**src/rtl/rx_drain_ctrl_pkg.sv**
```systemverilog
// ============================================================================
// Module  : rx_drain_ctrl_pkg
// Purpose : Shared types and constants for the receive drain controller.
//           Holds the FSM state encoding, error-flag bit positions inside a
//           FIFO entry's flag field, and the FIFO entry width.
// Ports   : none (package)
// Rev     : 1.0  initial release
// ============================================================================
`default_nettype none

package rx_drain_ctrl_pkg;

  // Drain FSM states
  typedef enum logic [1:0] {
    IDLE = 2'b00,
    STRB = 2'b01,
    WAIT = 2'b10
  } state_e;

  // Bit positions of the error flags within the 3-bit flag field {ov, frm, p}
  localparam int ERR_P   = 0;
  localparam int ERR_FRM = 1;
  localparam int ERR_OV  = 2;

  // One FIFO entry: {flags[2:0], data[7:0]}
  localparam int RX_ENTRY_W = 11;

  // Build a FIFO entry from the engine's data byte and error flags.
  function automatic logic [RX_ENTRY_W-1:0] pack_entry(
    input logic       ov,
    input logic       frm,
    input logic       p,
    input logic [7:0] data
  );
    logic [RX_ENTRY_W-1:0] e;
    e              = '0;
    e[7:0]         = data;
    e[8 + ERR_P]   = p;
    e[8 + ERR_FRM] = frm;
    e[8 + ERR_OV]  = ov;
    return e;
  endfunction

endpackage

`default_nettype wire

```
**src/rtl/rx_drain_ctrl_if.sv**
```systemverilog
// ============================================================================
// Module  : rx_drain_ctrl_if
// Purpose : Bundles the receive-engine side and host side signals of the
//           drain controller.
// Signals : rx_rdy/rx_data/rx_p_err/rx_frm_err/rx_ov_err  engine -> ctrl
//           rx_rd_strb                                     ctrl   -> engine
//           pop/clr_irq                                    host   -> ctrl
//           pop_data/pop_err/empty/full/count/irq/drop_cnt ctrl   -> host
// Modports: master = engine + host side (drives requests)
//           slave  = the drain controller
// Rev     : 1.0  initial release
// ============================================================================
`default_nettype none

interface rx_drain_ctrl_if #(
  parameter int AW = 3
);
  logic          rx_rdy;
  logic [7:0]    rx_data;
  logic          rx_p_err;
  logic          rx_frm_err;
  logic          rx_ov_err;
  logic          rx_rd_strb;
  logic          pop;
  logic [7:0]    pop_data;
  logic [2:0]    pop_err;
  logic          empty;
  logic          full;
  logic [AW:0]   count;
  logic          irq;
  logic          clr_irq;
  logic [7:0]    drop_cnt;

  modport master (
    output rx_rdy, rx_data, rx_p_err, rx_frm_err, rx_ov_err, pop, clr_irq,
    input  rx_rd_strb, pop_data, pop_err, empty, full, count, irq, drop_cnt
  );

  modport slave (
    input  rx_rdy, rx_data, rx_p_err, rx_frm_err, rx_ov_err, pop, clr_irq,
    output rx_rd_strb, pop_data, pop_err, empty, full, count, irq, drop_cnt
  );

endinterface

`default_nettype wire

```
**src/rtl/rx_drain_ctrl_sync_fifo.sv**
```systemverilog
// ============================================================================
// Module  : rx_sync_fifo
// Purpose : Single-clock first-word-fall-through FIFO. The head entry is
//           presented combinationally; output reads as zero while empty.
// Ports   : Clk        clock, rising edge
//           Rst        asynchronous active-low reset
//           wr_en_i    write request (ignored when full)
//           wr_data_i  entry to write
//           pop_i      pop request (ignored when empty)
//           rd_data_o  head entry, zero when empty
//           count_o    number of stored entries, 0..DEPTH
//           empty_o    no entries held
//           full_o     DEPTH entries held
// Rev     : 1.0  initial release
// ============================================================================
`default_nettype none

module rx_sync_fifo #(
  parameter int DEPTH = 8,
  parameter int AW    = 3,
  parameter int W     = 11
) (
  input  logic          Clk,
  input  logic          Rst,
  input  logic          wr_en_i,
  input  logic [W-1:0]  wr_data_i,
  input  logic          pop_i,
  output logic [W-1:0]  rd_data_o,
  output logic [AW:0]   count_o,
  output logic          empty_o,
  output logic          full_o
);

  logic [W-1:0]  mem_q [DEPTH];
  logic [AW-1:0] wr_ptr_q, wr_ptr_d;
  logic [AW-1:0] rd_ptr_q, rd_ptr_d;
  logic [AW:0]   count_q,  count_d;
  logic          do_wr, do_rd;

  assign empty_o = (count_q == '0);
  assign full_o  = (count_q == (AW+1)'(DEPTH));
  assign do_wr   = wr_en_i & ~full_o;
  assign do_rd   = pop_i   & ~empty_o;

  // Storage needs no reset: entries are only visible through count_q.
  always_ff @(posedge Clk) begin
    if (do_wr) begin
      mem_q[wr_ptr_q] <= wr_data_i;
    end
  end

  // DEPTH is a power of two, so the pointers wrap by natural overflow.
  always_comb begin
    wr_ptr_d = wr_ptr_q;
    rd_ptr_d = rd_ptr_q;
    count_d  = count_q;
    if (do_wr) wr_ptr_d = wr_ptr_q + AW'(1);
    if (do_rd) rd_ptr_d = rd_ptr_q + AW'(1);
    case ({do_wr, do_rd})
      2'b10:   count_d = count_q + (AW+1)'(1);
      2'b01:   count_d = count_q - (AW+1)'(1);
      default: count_d = count_q;
    endcase
  end

  always_ff @(posedge Clk or negedge Rst) begin
    if (!Rst) begin
      wr_ptr_q <= '0;
      rd_ptr_q <= '0;
      count_q  <= '0;
    end else begin
      wr_ptr_q <= wr_ptr_d;
      rd_ptr_q <= rd_ptr_d;
      count_q  <= count_d;
    end
  end

  assign rd_data_o = empty_o ? '0 : mem_q[rd_ptr_q];
  assign count_o   = count_q;

endmodule

`default_nettype wire

```
**src/rtl/rx_drain_ctrl.sv**
```systemverilog
// ============================================================================
// Module  : rx_drain_ctrl
// Purpose : Drains bytes from the receive engine into a FWFT FIFO, strobes
//           the engine's holding register clear, and presents the host with
//           a pop port, a level interrupt and a saturating overrun counter.
// Ports   : Clk   clock, rising edge
//           Rst   asynchronous active-low reset
//           bus   rx_drain_ctrl_if.slave (engine + host signals)
// Rev     : 1.0  initial release
// ============================================================================
`default_nettype none

module rx_drain_ctrl
  import rx_drain_ctrl_pkg::*;
#(
  parameter int DEPTH  = 8,
  parameter int AW     = 3,
  parameter int THRESH = 4
) (
  input  logic           Clk,
  input  logic           Rst,
  rx_drain_ctrl_if.slave bus
);

  state_e                state_q, state_d;
  logic                  wr_en;
  logic [RX_ENTRY_W-1:0] wr_entry;
  logic [RX_ENTRY_W-1:0] rd_entry;
  logic [AW:0]           fifo_count;
  logic                  fifo_empty;
  logic                  fifo_full;
  logic                  wr_any_err;
  logic                  err_irq_q, err_irq_d;
  logic [7:0]            drop_cnt_q, drop_cnt_d;
  logic                  thr_irq;

  assign wr_entry   = pack_entry(bus.rx_ov_err, bus.rx_frm_err, bus.rx_p_err, bus.rx_data);
  assign wr_any_err = bus.rx_p_err | bus.rx_frm_err | bus.rx_ov_err;

  // ------------------------------------------------------------------------
  // Drain FSM. The write is taken on the IDLE edge; the strobe follows as a
  // Moore output, and WAIT blocks re-capture until the engine drops rx_rdy
  // so a slow-to-clear Rx_rdy cannot be read twice.
  // ------------------------------------------------------------------------
  always_comb begin
    state_d = state_q;
    wr_en   = 1'b0;
    case (state_q)
      IDLE: begin
        if (bus.rx_rdy && !fifo_full) begin
          wr_en   = 1'b1;
          state_d = STRB;
        end
      end
      STRB: state_d = WAIT;
      WAIT: begin
        if (!bus.rx_rdy) state_d = IDLE;
      end
      default: state_d = IDLE;
    endcase
  end

  always_ff @(posedge Clk or negedge Rst) begin
    if (!Rst) state_q <= IDLE;
    else      state_q <= state_d;
  end

  assign bus.rx_rd_strb = (state_q == STRB);

  // ------------------------------------------------------------------------
  // Entry storage
  // ------------------------------------------------------------------------
  rx_sync_fifo #(
    .DEPTH (DEPTH),
    .AW    (AW),
    .W     (RX_ENTRY_W)
  ) u_fifo (
    .Clk       (Clk),
    .Rst       (Rst),
    .wr_en_i   (wr_en),
    .wr_data_i (wr_entry),
    .pop_i     (bus.pop),
    .rd_data_o (rd_entry),
    .count_o   (fifo_count),
    .empty_o   (fifo_empty),
    .full_o    (fifo_full)
  );

  assign bus.pop_data = rd_entry[7:0];
  assign bus.pop_err  = rd_entry[8 +: 3];
  assign bus.empty    = fifo_empty;
  assign bus.full     = fifo_full;
  assign bus.count    = fifo_count;

  // ------------------------------------------------------------------------
  // Interrupts: sticky error flag where a new error beats a same-cycle clear.
  // ------------------------------------------------------------------------
  always_comb begin
    err_irq_d = err_irq_q;
    if (wr_en && wr_any_err) err_irq_d = 1'b1;
    else if (bus.clr_irq)    err_irq_d = 1'b0;
  end

  assign thr_irq = (fifo_count >= (AW+1)'(THRESH));
  assign bus.irq = thr_irq | err_irq_q;

  // ------------------------------------------------------------------------
  // Overrun counter, saturating at 255
  // ------------------------------------------------------------------------
  always_comb begin
    drop_cnt_d = drop_cnt_q;
    if (wr_en && bus.rx_ov_err && (drop_cnt_q != 8'hFF)) begin
      drop_cnt_d = drop_cnt_q + 8'd1;
    end
  end

  always_ff @(posedge Clk or negedge Rst) begin
    if (!Rst) begin
      err_irq_q  <= 1'b0;
      drop_cnt_q <= 8'd0;
    end else begin
      err_irq_q  <= err_irq_d;
      drop_cnt_q <= drop_cnt_d;
    end
  end

  assign bus.drop_cnt = drop_cnt_q;

endmodule

`default_nettype wire

```
**src/flat_wrapper.sv**
```systemverilog
// flat-port wrapper written by rule: the top's interface ports become plain ports
module rx_drain_ctrl_flat import rx_drain_ctrl_pkg::*;
#(
  parameter int DEPTH  = 8,
  parameter int AW     = 3,
  parameter int THRESH = 4
)
  (Clk, Rst, bus_rx_rdy, bus_rx_data, bus_rx_p_err, bus_rx_frm_err, bus_rx_ov_err, bus_pop, bus_clr_irq, bus_rx_rd_strb, bus_pop_data, bus_pop_err, bus_empty, bus_full, bus_count, bus_irq, bus_drop_cnt);
  rx_drain_ctrl_if #(.AW(AW)) bus_i ();
  input  logic Clk;
  input  logic Rst;
  input wire logic [$bits(bus_i.rx_rdy)-1:0] bus_rx_rdy;
  input wire logic [$bits(bus_i.rx_data)-1:0] bus_rx_data;
  input wire logic [$bits(bus_i.rx_p_err)-1:0] bus_rx_p_err;
  input wire logic [$bits(bus_i.rx_frm_err)-1:0] bus_rx_frm_err;
  input wire logic [$bits(bus_i.rx_ov_err)-1:0] bus_rx_ov_err;
  input wire logic [$bits(bus_i.pop)-1:0] bus_pop;
  input wire logic [$bits(bus_i.clr_irq)-1:0] bus_clr_irq;
  output wire logic [$bits(bus_i.rx_rd_strb)-1:0] bus_rx_rd_strb;
  output wire logic [$bits(bus_i.pop_data)-1:0] bus_pop_data;
  output wire logic [$bits(bus_i.pop_err)-1:0] bus_pop_err;
  output wire logic [$bits(bus_i.empty)-1:0] bus_empty;
  output wire logic [$bits(bus_i.full)-1:0] bus_full;
  output wire logic [$bits(bus_i.count)-1:0] bus_count;
  output wire logic [$bits(bus_i.irq)-1:0] bus_irq;
  output wire logic [$bits(bus_i.drop_cnt)-1:0] bus_drop_cnt;
  assign bus_i.rx_rdy = bus_rx_rdy;
  assign bus_i.rx_data = bus_rx_data;
  assign bus_i.rx_p_err = bus_rx_p_err;
  assign bus_i.rx_frm_err = bus_rx_frm_err;
  assign bus_i.rx_ov_err = bus_rx_ov_err;
  assign bus_i.pop = bus_pop;
  assign bus_i.clr_irq = bus_clr_irq;
  assign bus_rx_rd_strb = bus_i.rx_rd_strb;
  assign bus_pop_data = bus_i.pop_data;
  assign bus_pop_err = bus_i.pop_err;
  assign bus_empty = bus_i.empty;
  assign bus_full = bus_i.full;
  assign bus_count = bus_i.count;
  assign bus_irq = bus_i.irq;
  assign bus_drop_cnt = bus_i.drop_cnt;
  rx_drain_ctrl #(.DEPTH(DEPTH), .AW(AW), .THRESH(THRESH)) u_core (.Clk(Clk), .Rst(Rst), .bus(bus_i));
endmodule
```
**config.mk**
```make
export PLATFORM = sky130hd
export DESIGN_NAME = rx_drain_ctrl_flat
export DESIGN_NICKNAME = d
export VERILOG_FILES = /design/src/rtl/rx_drain_ctrl_pkg.sv /design/src/rtl/rx_drain_ctrl_if.sv /design/src/rtl/rx_drain_ctrl_sync_fifo.sv /design/src/rtl/rx_drain_ctrl.sv /design/src/flat_wrapper.sv
export SDC_FILE = /design/constraint.sdc
export NUM_CORES = 1
export LEC_CHECK = 0
export CORE_MARGIN = 4
export CORE_UTILIZATION = 35
export CTS_CLUSTER_SIZE = 14
export DETAILED_ROUTE_END_ITERATION = 7
export DONT_BUFFER_PORTS = 1
export PLACE_DENSITY_LB_ADDON = 0.2
export SLEW_MARGIN = 20
export SYNTH_ARGS = -nofsm -noshare
export SYNTH_HDL_FRONTEND = slang
export SYNTH_SLANG_ARGS = --single-unit
```
**constraint.sdc**
```tcl
create_clock -name Clk -period 7.4 [get_ports Clk]
set_input_delay 0.37 -clock Clk [delete_from_list [all_inputs] [get_ports Clk]]
set_output_delay 0.37 -clock Clk [all_outputs]
set_load 0.1 [all_outputs]
```
== Word-level counts from Yosys, hierarchy flattened ==
Memories as Yosys holds them, arrays and structs flattened.
Index checks and enable logic that the tools add are counted.
W data, S select, Z words.

* Flip-flop bits (word level): 21
* Bits in writable memories: 88
* Input bits: 16
* Output and inout bits: 27
* Word-level logic and storage cells: 49
* Memories: 1

{| class="wikitable"
|+ Memory list
! name !! words !! bits a word !! read ports !! clocked after memory_dff !! write ports !! line !! source
|-
| u_core.u_fifo.mem_q || 8 || 11 || 1 || 0 || 1 || rx_drain_ctrl_sync_fifo.sv:34 || <nowiki>logic [W-1:0] mem_q [DEPTH];</nowiki>
|}

* $add $sub $neg: 5
* $lt $le $gt $ge: 1
* Eq/ne operators: 8
* Mux-type cells: 11
* Bitwise gates (word level): 7
* Reduce and logical (&&, ||, !) cells: 10

{| class="wikitable"
|+ Operator list
! kind !! number
|-
| $mux W11 || 1
|-
| $add A8 B1 Y8 const B || 1
|-
| $ne A8 B8 Y1 const B || 1
|-
| $pmux W4 S2 || 1
|-
| $add A3 B1 Y3 const B || 2
|-
| $mux W1 || 6
|-
| $pmux W2 S3 || 1
|-
| $add A4 B1 Y4 const B || 1
|-
| $eq A2 B1 Y1 const B || 2
|-
| $eq A2 B2 Y1 const B || 2
|-
| $eq A4 B4 Y1 const B || 1
|-
| $ge A4 B3 Y1 const B || 1
|-
| $logic_and A1 B1 Y1 || 4
|-
| $logic_not A4 Y1 || 1
|-
| $mux W2 || 2
|-
| $reduce_bool A2 Y1 || 2
|-
| $sub A4 B1 Y4 const B || 1
|-
| $or A1 B1 Y1 || 3
|-
| $and A1 B1 Y1 || 2
|-
| $logic_not A2 Y1 || 1
|-
| $ne A2 B1 Y1 const B || 1
|-
| $ne A2 B2 Y1 const B || 1
|-
| $not A1 Y1 || 2
|-
| $reduce_and A2 Y1 || 1
|-
| $logic_not A1 Y1 || 1
|}

== Logic depth before layout (Yosys ltp) ==
Gate-level depths: netlist of the first run.

* Word-level depth: 8
* Depth in mapped cells: 11
* Depth with buffers taken out: 10

== By module ==
Synthesis of the first run repeated with hierarchy kept, for this count alone.

* Cells, all modules: 248
* Area, all modules: 4516.8 sq um

{| class="wikitable"
|+ Modules (own cells, without submodules)
! module !! times used !! cells an instance !! area an instance (sq um) !! sequential area each (sq um)
|-
| rx_sync_fifo || 1 || 199 || 3965.1 || 2892.8
|-
| rx_drain_ctrl || 1 || 49 || 551.8 || 275.3
|}

== Worst setup path after synthesis of the first run ==
No wires, ideal clock.

* Path type: register to register
* From: register u_core.u_fifo.count_q[3] (netlist: u_core.u_fifo.count_o[3])
* To: register u_core.u_fifo.count_q[2] (netlist: u_core.u_fifo.count_o[2])
* Setup time: 0.125 ns
* Arrival time: 4.449 ns
* Setup slack: 2.826 ns
* Cell stages (with the launch flop): 11
* Buffers on the path: 0
* Clock period less this slack: 4.574 ns
* Cell sequence: dfrtp_1 nor4b_2 nor3_1 inv_2 ha_1 xor2_1 ha_1 a21oi_1 xor2_1 nor2_1 xor2_1

* Longest elaborated chain between the ends: 8
* Elaborated cells between the ends (all ways): 14

{| class="wikitable"
|+ Ends and longest elaborated chain
! item !! line !! source
|-
| start: declaration || rx_drain_ctrl_sync_fifo.sv:37 || <nowiki>logic [AW:0] count_q, count_d;</nowiki>
|-
| start signal: assignment || rx_drain_ctrl_sync_fifo.sv:74 || <nowiki>count_q <= count_d;</nowiki>
|-
| $eq A4 B4 Y1 (*) || rx_drain_ctrl_sync_fifo.sv:41 || <nowiki>assign full_o = (count_q == (AW+1)'(DEPTH));</nowiki>
|-
| net bus_full || flat_wrapper.sv:23 || <nowiki>output wire logic [$bits(bus_i.full)-1:0] bus_full;</nowiki>
|-
| $logic_not A1 Y1 || rx_drain_ctrl.sv:50 || <nowiki>if (bus.rx_rdy && !fifo_full) begin</nowiki>
|-
| $logic_and A1 B1 Y1 || rx_drain_ctrl.sv:50 ||
|-
| $mux W1 || rx_drain_ctrl.sv:50 ||
|-
| $mux W1 || rx_drain_ctrl.sv:48 || <nowiki>case (state_q)</nowiki>
|-
| $and A1 B1 Y1 (*) || rx_drain_ctrl_sync_fifo.sv:42 || <nowiki>assign do_wr = wr_en_i & ~full_o;</nowiki>
|-
| $eq A2 B1 Y1 or $eq A2 B2 Y1 (tied branches) || rx_drain_ctrl_sync_fifo.sv:59 || <nowiki>case ({do_wr, do_rd})</nowiki>
|-
| $pmux W4 S2 or $reduce_bool A2 Y1 (tied branches) || n/a ||
|}

The timed path passes the listed nets; every way through them passes the cells marked *.
A chain may end at the register's enable or synchronous reset.

== Worst setup path after layout of the first run ==
* From: register u_core.u_fifo.count_q[1] (netlist: u_core.u_fifo.count_o[1])
* To: register u_core.u_fifo.count_q[2] (netlist: u_core.u_fifo.count_o[2])

The elaborated chain is that of the path after synthesis.

==> out/summary.txt, run 1 <==
dpl ws -> 3.74 ns
routability cong. -> 0.682
XOR/XNOR share of the synthesized area -> 3.14%
asr flop ratio synth -> 19.3%
reg-to-reg endpoint -> u_core.u_fifo.count_o[2]$_DFFE_PN0P_
total grt overflow -> 0
TritonCTS clock tree -> done
clock insertion delay at the later pin of the skew report -> 0.35 ns
buffers added on ports -> 0
CP Data Required Time -> 7.62 ns
multiplexer share of the synthesized area -> 14.3%
Final Skew -> 0.00841 ns
Layout area overhead -> 14.2%
Final Cell Area -> 0.00510 mm2
Worst Setup EP -> u_core.u_fifo.count_o[2]$_DFFE_PN0P_
top-count cell post-synth -> edfxtp_1
vias -> 2103
Yosys top cell by area -> edfxtp_1
pin count of the biggest net entering global routing -> 25
CTS Hold Bufs -> 1
f_max -> 0.275 GHz
RSZ-0062 raised after global routing -> no
Setup CP Type -> reg -> reg
Rel. slew slack -> 22.4%
Post-CTS Setup Bufs -> 0
Top delay family on crit path -> flip-flops
clock slew at reported path FFs -> 0.07 ns
Root Buffer -> clkbuf_16
worst hold path type -> in -> async
Synth top cells by count -> edfxtp_1 (88), mux4_2 (22), dfrtp_1 (21)
setup ws final -> 3.76 ns
CP Data Arrival Time -> 3.86 ns
sequential-to-total area share from yosys stat -> 70.9%
antenna viol nets, final -> 0
Worst-Margin Slew -> 1.16 ns
final hold vios -> 21
# diodes -> 0
wire per inst -> 19.4 um
Num Clock Sinks -> 109
worst path cell trace -> nor4b_4, buf_4, nor3_1, inv_2, ha_1, xor2_1, ha_1, a21oi_1, xor2_1, nor2_1, xor2_1
vias in the first global route -> 2122
DR vias/cell -> 4.89
Slew Limit Fails -> 0
Syn. warnings -> 0
Max Fanout on Critical Path -> 9
row cnt -> 40
first-pass GRT wire length -> 12.9 mm
R2R cell count -> 11
r2r setup slk -> 3.76 ns
H-tree levels -> 3
layout cell share with drive strength beyond 1 -> 30.5%
Placement Cell Area -> 0.00481 mm2
Total Neg Setup Slack -> 0 ns
synthesized-area fraction occupied by adder cells -> 1.68%
Total GRT Usage -> 12.3%
fin crit period -> 3.64 ns
Setup crit start -> u_core.u_fifo.count_o[1]$_DFFE_PN0P_
Post-Synth Simple-Gate Area -> 7.90%
total CTS buffers -> 9
DRT Pass-1 Iters -> 4
critical path's largest stage delay -> 1.12 ns
ys flop type -> edfxtp_1
Max clock buf depth -> 2
Core ar. -> 0.0123 mm2
Mapped Area -> 0.00447 mm2
top cell type's share of synthesized area -> 59.2%
die area -> 0.0146 mm2
Max Cap Viol -> 0
status -> complete, but fails checks
initial antenna violation count -> 0
WP buf/inv -> 2
Die X-Extent -> 121 um
register bit total from synthesis -> 109
DRC -> 0
Die Y -> 121 um
Nets -> 279
Unique masters post-synth -> 39
worst hold slack -> -0.0253 ns
# fillers -> 1071
CP Launch Type -> register
crit share post-route -> 49.2%
Synth Area in Compound Gates -> 0.841%
initial DRC count -> 106
Setup Viol. Count Final -> 0
Synth Area per Inst -> 18.5 um2
Crit. path cell count -> 11
I/O pin count -> 43
post-synthesis cell count -> 242
HPWL Detailed -> 5.05 mm
Crit path top cell by count -> xor2_1
violated checks -> negative hold slack
Initial Util -> 36.4%
largest cells by area after synthesis -> edfxtp_1 (59%), dfrtp_1 (12%), mux4_2 (11%)
post_cts resized -> 0
Worst R2R Start -> u_core.u_fifo.count_o[1]$_DFFE_PN0P_
DRT Wirelength -> 8.35 mm
CP Capture Type -> register
Syn Nets -> 264
EDFF count, synth -> 88
main combinational cell family by area after synthesis -> multiplexers
slowest CP cell -> dfrtp_1
## layout make-up
| cell class | instances | area (um2) | area share [%] |
|---|---|---|---|
| sequential | 109 | 3170 | 62.1 |
| multi-input combinational | 121 | 1320 | 25.8 |
| clock buffer | 10 | 229 | 4.49 |
| tap | 168 | 210 | 4.12 |
| timing repair buffer | 13 | 113 | 2.21 |
| clock inverter | 6 | 51.3 | 1.01 |
| inverter | 3 | 11.3 | 0.221 |
## cells in the final DEF, fill, tap and decap left out, types with 2 or more instances in the layout
cell,instances
nand2b_1,4
nor4_4,2
mux2_1,2
nor3_1,2
mux2i_1,11
mux4_2,22
xnor2_1,4
inv_6,4
nor4_2,3
nor3_2,6
nor2_2,13
dfrtp_1,20
nor2_1,4
nand3_1,4
nand2_1,9
buf_4,11
a21oi_1,3
xor2_1,12
ha_1,6
edfxtp_1,88
clkbuf_16,10
inv_1,2
## registers in the layout (all words and copies together) (netlist names)
register,cells
u_core.u_fifo.mem_q,88
u_core.state_q,2
u_core.u_fifo.rd_ptr_q,3
u_core.err_irq_q,1
u_core.bus.drop_cnt,8
u_core.u_fifo.wr_ptr_q,3
u_core.u_fifo.count_o,4
## worst min-delay path by stage
| stage | startpoint | slack, ns | depth (start not counted) | end |
|---|---|---|---|---|
| 6_report | Rst | -0.03 | 1 | u_core.u_fifo.rd_ptr_q[0]$_DFFE_PN0P_ |
| 5_1_grt | Rst | 0.007 | 1 | u_core.u_fifo.rd_ptr_q[2]$_DFFE_PN0P_ |
| 4_1_cts | bus_rx_data[6] | 0.1 | 0 | u_core.u_fifo.mem_q[2][6]$_DFFE_PP_ |
| 3_5_place_dp | Rst | 0.07 | 0 | u_core.u_fifo.rd_ptr_q[0]$_DFFE_PN0P_ |
| 3_3_place_gp | Rst | 0.08 | 0 | u_core.u_fifo.count_o[2]$_DFFE_PN0P_ |
| 2_1_floorplan | Rst | 0.07 | 0 | u_core.bus.drop_cnt[0]$_DFFE_PN0P_ |
## layer usage
layer | up-vias | global-route usage, % | part of all wire, %
met5 | - | 0 | 0
met4 | 0 | 4.25 | 1.4
met3 | 10 | 5.17 | 7.8
met2 | 44 | 18.7 | 48
met1 | 1069 | 15.9 | 43
li1 | 980 | - | -
## cells by family after synthesis
family	Yosys count
DFF	109
xor gates and xnor gates	16
AOI/OAI and AO/OA	6
muxes	36
and+or+nand+nor	57
buffers and inverters	12
adders and majority gates	6
## per-stage QoR
step	instances	util [%]	hold slack, ns
2_1_floorplan	242	-	0.0744
3_3_place_gp	413	39.3	0.0752
3_5_place_dp	413	39.3	0.0749
4_1_cts	430	41.6	0.0951
5_1_grt	430	41.6	0.00743
6_report	430	41.6	-0.0253
Power of run 1 is left out: the tool's default activity adds up to more than one toggle a clock period on the data nets, which glitch-free logic cannot reach.
==> run 2, diff against run 1 <==
==> constraint.sdc (replaced) <==
create_clock -name Clk -period 3.6 [get_ports Clk]
set_input_delay 0.18 -clock Clk [delete_from_list [all_inputs] [get_ports Clk]]
set_output_delay 0.18 -clock Clk [all_outputs]
set_load 0.1 [all_outputs]
==> run 2 against run 1 <==
Compared with the run above: the flow now finishes without violations; sequential cell count stayed put; clock skew is 0.0013 ns lower; routed wire length is 3.9% higher; worst hold slack better by 0.054 ns; count of clock-buffer cells in the layout stayed put; sequential share of layout area is 3.7 points lower; via count is 7.1% higher; setup slack worse by 3.0 ns; die area stayed put; critical endpoint unchanged.
==> out/summary.txt, run 2 (same netlist as run 1, synthesis figures left out) <==
CP Data Required Time -> 3.81 ns
DRT Wirelength -> 8.67 mm
initial antenna violation count -> 0
Max clock buf depth -> 2
initial DRC count -> 123
CP Data Arrival Time -> 3.08 ns
clock slew at reported path FFs -> 0.07 ns
Slew Limit Fails -> 0
buffers added on ports -> 0
critical path's largest stage delay -> 0.77 ns
most common cell after layout, fill and taps aside -> edfxtp_1
first-pass GRT wire length -> 13.6 mm
layout cell share with drive strength beyond 1 -> 35.8%
Setup CP Type -> reg -> reg
Total Neg Setup Slack -> 0 ns
area of the multi-input gates -> 0.00132 mm2
TritonCTS clock tree -> done
I/O pin count -> 43
vias -> 2253
Sequential cell area -> 0.00317 mm2
vias in the first global route -> 2391
max reg flops -> 88
Max Fanout on Critical Path -> 9
Die Y -> 121 um
placed cell count -> 438
Top reg by flops -> u_core.u_fifo.mem_q
CP Launch Type -> register
CP Capture Type -> register
worst path cell trace -> nor4b_4, nor3_1, inv_2, ha_1, xor2_1, ha_1, a21oi_1, xor2_1, nor2_1, xor2_1
Top delay family on crit path -> flip-flops
commonest non-fill, non-tap cells in the layout -> edfxtp_1 (88), buf_4 (36), mux4_2 (22)
Setup Viol. Count Final -> 0
Final Skew -> 0.00713 ns
fin crit period -> 2.86 ns
Worst-Margin Slew -> 1.09 ns
Post-CTS Setup Bufs -> 0
Max Cap Viol -> 0
total grt overflow -> 0
Root Buffer -> clkbuf_16
crit share post-route -> 79.6%
status -> complete, no violations
Die X-Extent -> 121 um
DRC -> 0
Initial Util -> 36.4%
WP buf/inv -> 1
Total GRT Usage -> 12.5%
slowest CP cell -> dfrtp_2
antenna viol nets, final -> 0
DR vias/cell -> 4.82
Layout area overhead -> 21.6%
Rel. slew slack -> 27.1%
pin count of the biggest net entering global routing -> 25
Final Util -> 44.3%
Nets -> 317
routability cong. -> 0.742
Num Clock Sinks -> 109
# diodes -> 0
final hold vios -> 0
f_max -> 0.349 GHz
# fillers -> 1081
Crit path top cell by count -> xor2_1
worst hold path type -> in -> reg
die area -> 0.0146 mm2
HPWL Detailed -> 5.49 mm
total CTS buffers -> 9
post_cts resized -> 0
dpl ws -> 0.735 ns
Final Non-Filler Cells -> 467
Core ar. -> 0.0123 mm2
H-tree levels -> 3
RSZ-0062 raised after global routing -> no
wire per inst -> 18.6 um
row cnt -> 40
DRT Pass-1 Iters -> 4
clock insertion delay at the later pin of the skew report -> 0.34 ns
setup ws final -> 0.736 ns
[run 2: cell count changes in the layout (fill, tap and decap cells not counted), moves of 2 or more]
cell	previous run	this run
dlygate4sd3_1	0	13
clkinv_4	0	2
dfrtp_1	20	17
inv_6	4	1
dfrtp_2	1	4
buf_4	11	36
[run 2: timing repair]
action / in CTS / in global routing
endpoints found under the setup margin: 0 / 0
endpoints found under the hold margin: 110 / 21
hold buffers: 13 / 1
[run 2: final timing paths]
kind / from / end / slack [ns] / cells after the start
min in group asynchronous: Rst / u_core.state_q[0]$_DFFE_PN0P_ / 0.34 / 2
max in group asynchronous: Rst / u_core.u_fifo.count_o[3]$_DFFE_PN0P_ / 2.89 / 2
worst max-delay path: u_core.u_fifo.count_o[1]$_DFFE_PN0P_ / u_core.u_fifo.count_o[2]$_DFFE_PN0P_ / 0.74 / 10
worst max register to register: u_core.u_fifo.count_o[1]$_DFFE_PN0P_ / u_core.u_fifo.count_o[2]$_DFFE_PN0P_ / 0.74 / 10
worst min-delay path: bus_rx_rdy / u_core.state_q[1]$_DFFE_PN0P_ / 0.03 / 2
worst min register to register: u_core.err_irq_q$_DFFE_PN0P_ / u_core.err_irq_q$_DFFE_PN0P_ / 0.54 / 2
[run 2: cell type report]
| type | count | area share [%] |
|---|---|---|
| Clock buffer | 10 | 4.22 |
| Clock inverter | 5 | 1.13 |
| Inverter | 3 | 0.207 |
| Multi-Input combinational cell | 121 | 24.2 |
| Sequential cell | 109 | 58.4 |
| Tap cell | 168 | 3.87 |
| Timing Repair Buffer | 51 | 7.92 |
[run 2: worst register-to-register path: stages, from the launching register on]
cell and delay (ns):
dfrtp_2 0.77, nor4b_4 0.12, nor3_1 0.44, inv_2 0.21, ha_1 0.32, xor2_1 0.17
ha_1 0.20, a21oi_1 0.15, xor2_1 0.16, nor2_1 0.07, xor2_1 0.14
[run 2: routing by layer]
metal	up-vias	share of wire, %	global-route usage (%)
li1	1053	-	-
met1	1163	44	16.6
met2	28	51	20.2
met3	9	2.8	2.38
met4	0	1.8	5.38
met5	-	0	0
[run 2: metrics by stage]
stage / instance area [um2] / hold WS, ns
after floorplan: 4480 / -0.116
after global placement: 5010 / -0.115
after detailed placement: 5010 / -0.115
after CTS: 5430 / 0.0182
after global routing: 5430 / 0.0343
final: 5430 / 0.0292
Power of run 2 is left out for the same reason.
==> run 3, diff against run 2 <==
==> constraint.sdc (replaced) <==
create_clock -name Clk -period 2.5 [get_ports Clk]
set_input_delay 0.125 -clock Clk [delete_from_list [all_inputs] [get_ports Clk]]
set_output_delay 0.125 -clock Clk [all_outputs]
set_load 0.1 [all_outputs]
==> run 3 against run 2 <==
Compared with the run above: via count is 1.3% lower; sequential share of layout area is 1.4 points lower; non-clock buffer count down 6; register-to-register slack worse by 0.43 ns; cell area up 2.6%; core utilization rose by 1.2 points; final cell count shrank 1.1%; critical path depth shrank 6; count of clock-buffer cells in the layout grew 1; sequential cell count unchanged; critical path type is now reg -> out; critical endpoint is now bus_pop_data[5].
==> out/summary.txt, run 3 (same netlist as run 1, synthesis figures left out) <==
Post-CTS Setup Bufs -> 0
H-tree levels -> 3
routability cong. -> 0.747
max reg flops -> 88
WP buf/inv -> 1
worst hold path type -> in -> reg
Core ar. -> 0.0123 mm2
first-pass GRT wire length -> 13.7 mm
fin crit period -> 2.36 ns
# diodes -> 0
f_max -> 0.423 GHz
row cnt -> 40
initial antenna violation count -> 0
critical path's largest stage delay -> 0.71 ns
RSZ-0062 raised after global routing -> no
most common cell after layout, fill and taps aside -> edfxtp_1
Setup CP Type -> reg -> out
vias -> 2224
TritonCTS clock tree -> done
CP Launch Type -> register
buffers added on ports -> 0
DR vias/cell -> 4.81
# fillers -> 1072
Max clock buf depth -> 2
Top delay family on crit path -> flip-flops
pin count of the biggest net entering global routing -> 25
CP Capture Type -> output port
Nets -> 311
Die X-Extent -> 121 um
wire per inst -> 18.9 um
initial DRC count -> 154
final hold vios -> 0
Max Cap Viol -> 0
die area -> 0.0146 mm2
Initial Util -> 36.4%
DRT Wirelength -> 8.74 mm
CP Data Arrival Time -> 2.24 ns
Final Skew -> 0.00549 ns
Root Buffer -> clkbuf_16
DRC -> 0
Top reg by flops -> u_core.u_fifo.mem_q
worst path cell trace -> buf_4, mux4_2, mux2i_1, nor2_4
setup ws final -> 0.136 ns
clock slew at reported path FFs -> 0.07 ns
layout cell share with drive strength beyond 1 -> 35.7%
Setup Viol. Count Final -> 0
total CTS buffers -> 9
CP Data Required Time -> 2.38 ns
slowest CP cell -> dfrtp_1
Rel. slew slack -> 52.7%
status -> complete, no violations
antenna viol nets, final -> 0
crit share post-route -> 94.5%
Worst-Margin Slew -> 0.708 ns
vias in the first global route -> 2272
clock insertion delay at the later pin of the skew report -> 0.34 ns
Num Clock Sinks -> 109
commonest non-fill, non-tap cells in the layout -> edfxtp_1 (88), buf_4 (24), mux4_2 (22)
HPWL Detailed -> 5.59 mm
dpl ws -> 0.328 ns
Final Util -> 45.5%
Die Y -> 121 um
I/O pin count -> 43
Slew Limit Fails -> 0
Max Fanout on Critical Path -> 14
Total GRT Usage -> 12.8%
DRT Pass-1 Iters -> 4
total grt overflow -> 0
Layout area overhead -> 24.8%
==> run 3: cell types whose count changed in the layout (fill, tap and decap cells not counted), sizes merged <==
cell / before / now
clkinv: 3 / 2
clkbuf: 11 / 12
clkinvlp: 0 / 1
buf: 37 / 31
==> run 3: through the flow <==
step	cell area, um2	TNS, ns	hold WS (ns)	std cells
after detailed placement	5130	0	-0.170	432
final	5570	0	0.0502	462
after CTS	5570	0	0.0403	461
after global routing	5570	0	0.0629	462
after floorplan	4630	-25.99	-0.171	242
after global placement	5130	0	-0.170	432
==> run 3: layout make-up <==
| type | instances | area, um2 | share of cell area, % |
|---|---|---|---|
| Clock inverter | 5 | 71.3 | 1.28 |
| Inverter | 3 | 11.3 | 0.202 |
| Sequential cell | 109 | 3180 | 57.0 |
| Timing Repair Buffer | 45 | 468 | 8.40 |
| Tap cell | 168 | 210 | 3.77 |
| Multi-Input combinational cell | 121 | 1410 | 25.2 |
| Clock buffer | 11 | 233 | 4.18 |
==> run 3: repair_timing <==
item / 4_1_cts / 5_1_grt
hold buffers: 13 / 1
endpoints found under the hold margin: 110 / 21
gates resized for setup: 0 / 0
==> run 3: worst reg2reg max path, cell delays in order (launching register included) <==
cell	delay [ns]
dfrtp_4	0.54
nor4b_4	0.36
nor3_4	0.09
inv_2	0.11
ha_4	0.17
xor2_1	0.16
ha_1	0.18
a21oi_2	0.04
xor2_1	0.15
nor2_1	0.11
xor2_1	0.18
==> run 3: layer usage <==
layer,GRT usage (%),routed length [um],up-vias
met5,0,0,-
met4,5.10,93,0
met3,3.22,469,9
met2,19.2,4190,43
met1,17.9,3990,1132
li1,-,-,1040
==> run 3: worst paths after layout <==
| path | from | to | slack, ns | cells past startpoint |
|---|---|---|---|---|
| max | u_core.u_fifo.rd_ptr_q[1]$_DFFE_PN0P_ | bus_pop_data[5] | 0.14 | 4 |
| max in group asynchronous | Rst | u_core.u_fifo.count_o[2]$_DFFE_PN0P_ | 1.82 | 2 |
| max reg2reg | u_core.u_fifo.count_o[2]$_DFFE_PN0P_ | u_core.u_fifo.count_o[2]$_DFFE_PN0P_ | 0.31 | 10 |
| min reg2reg | u_core.err_irq_q$_DFFE_PN0P_ | u_core.err_irq_q$_DFFE_PN0P_ | 0.53 | 2 |
| min in group asynchronous | Rst | u_core.bus.drop_cnt[6]$_DFFE_PN0P_ | 0.31 | 2 |
| min | bus_rx_rdy | u_core.state_q[1]$_DFFE_PN0P_ | 0.05 | 2 |
Power of run 3 is left out for the same reason.
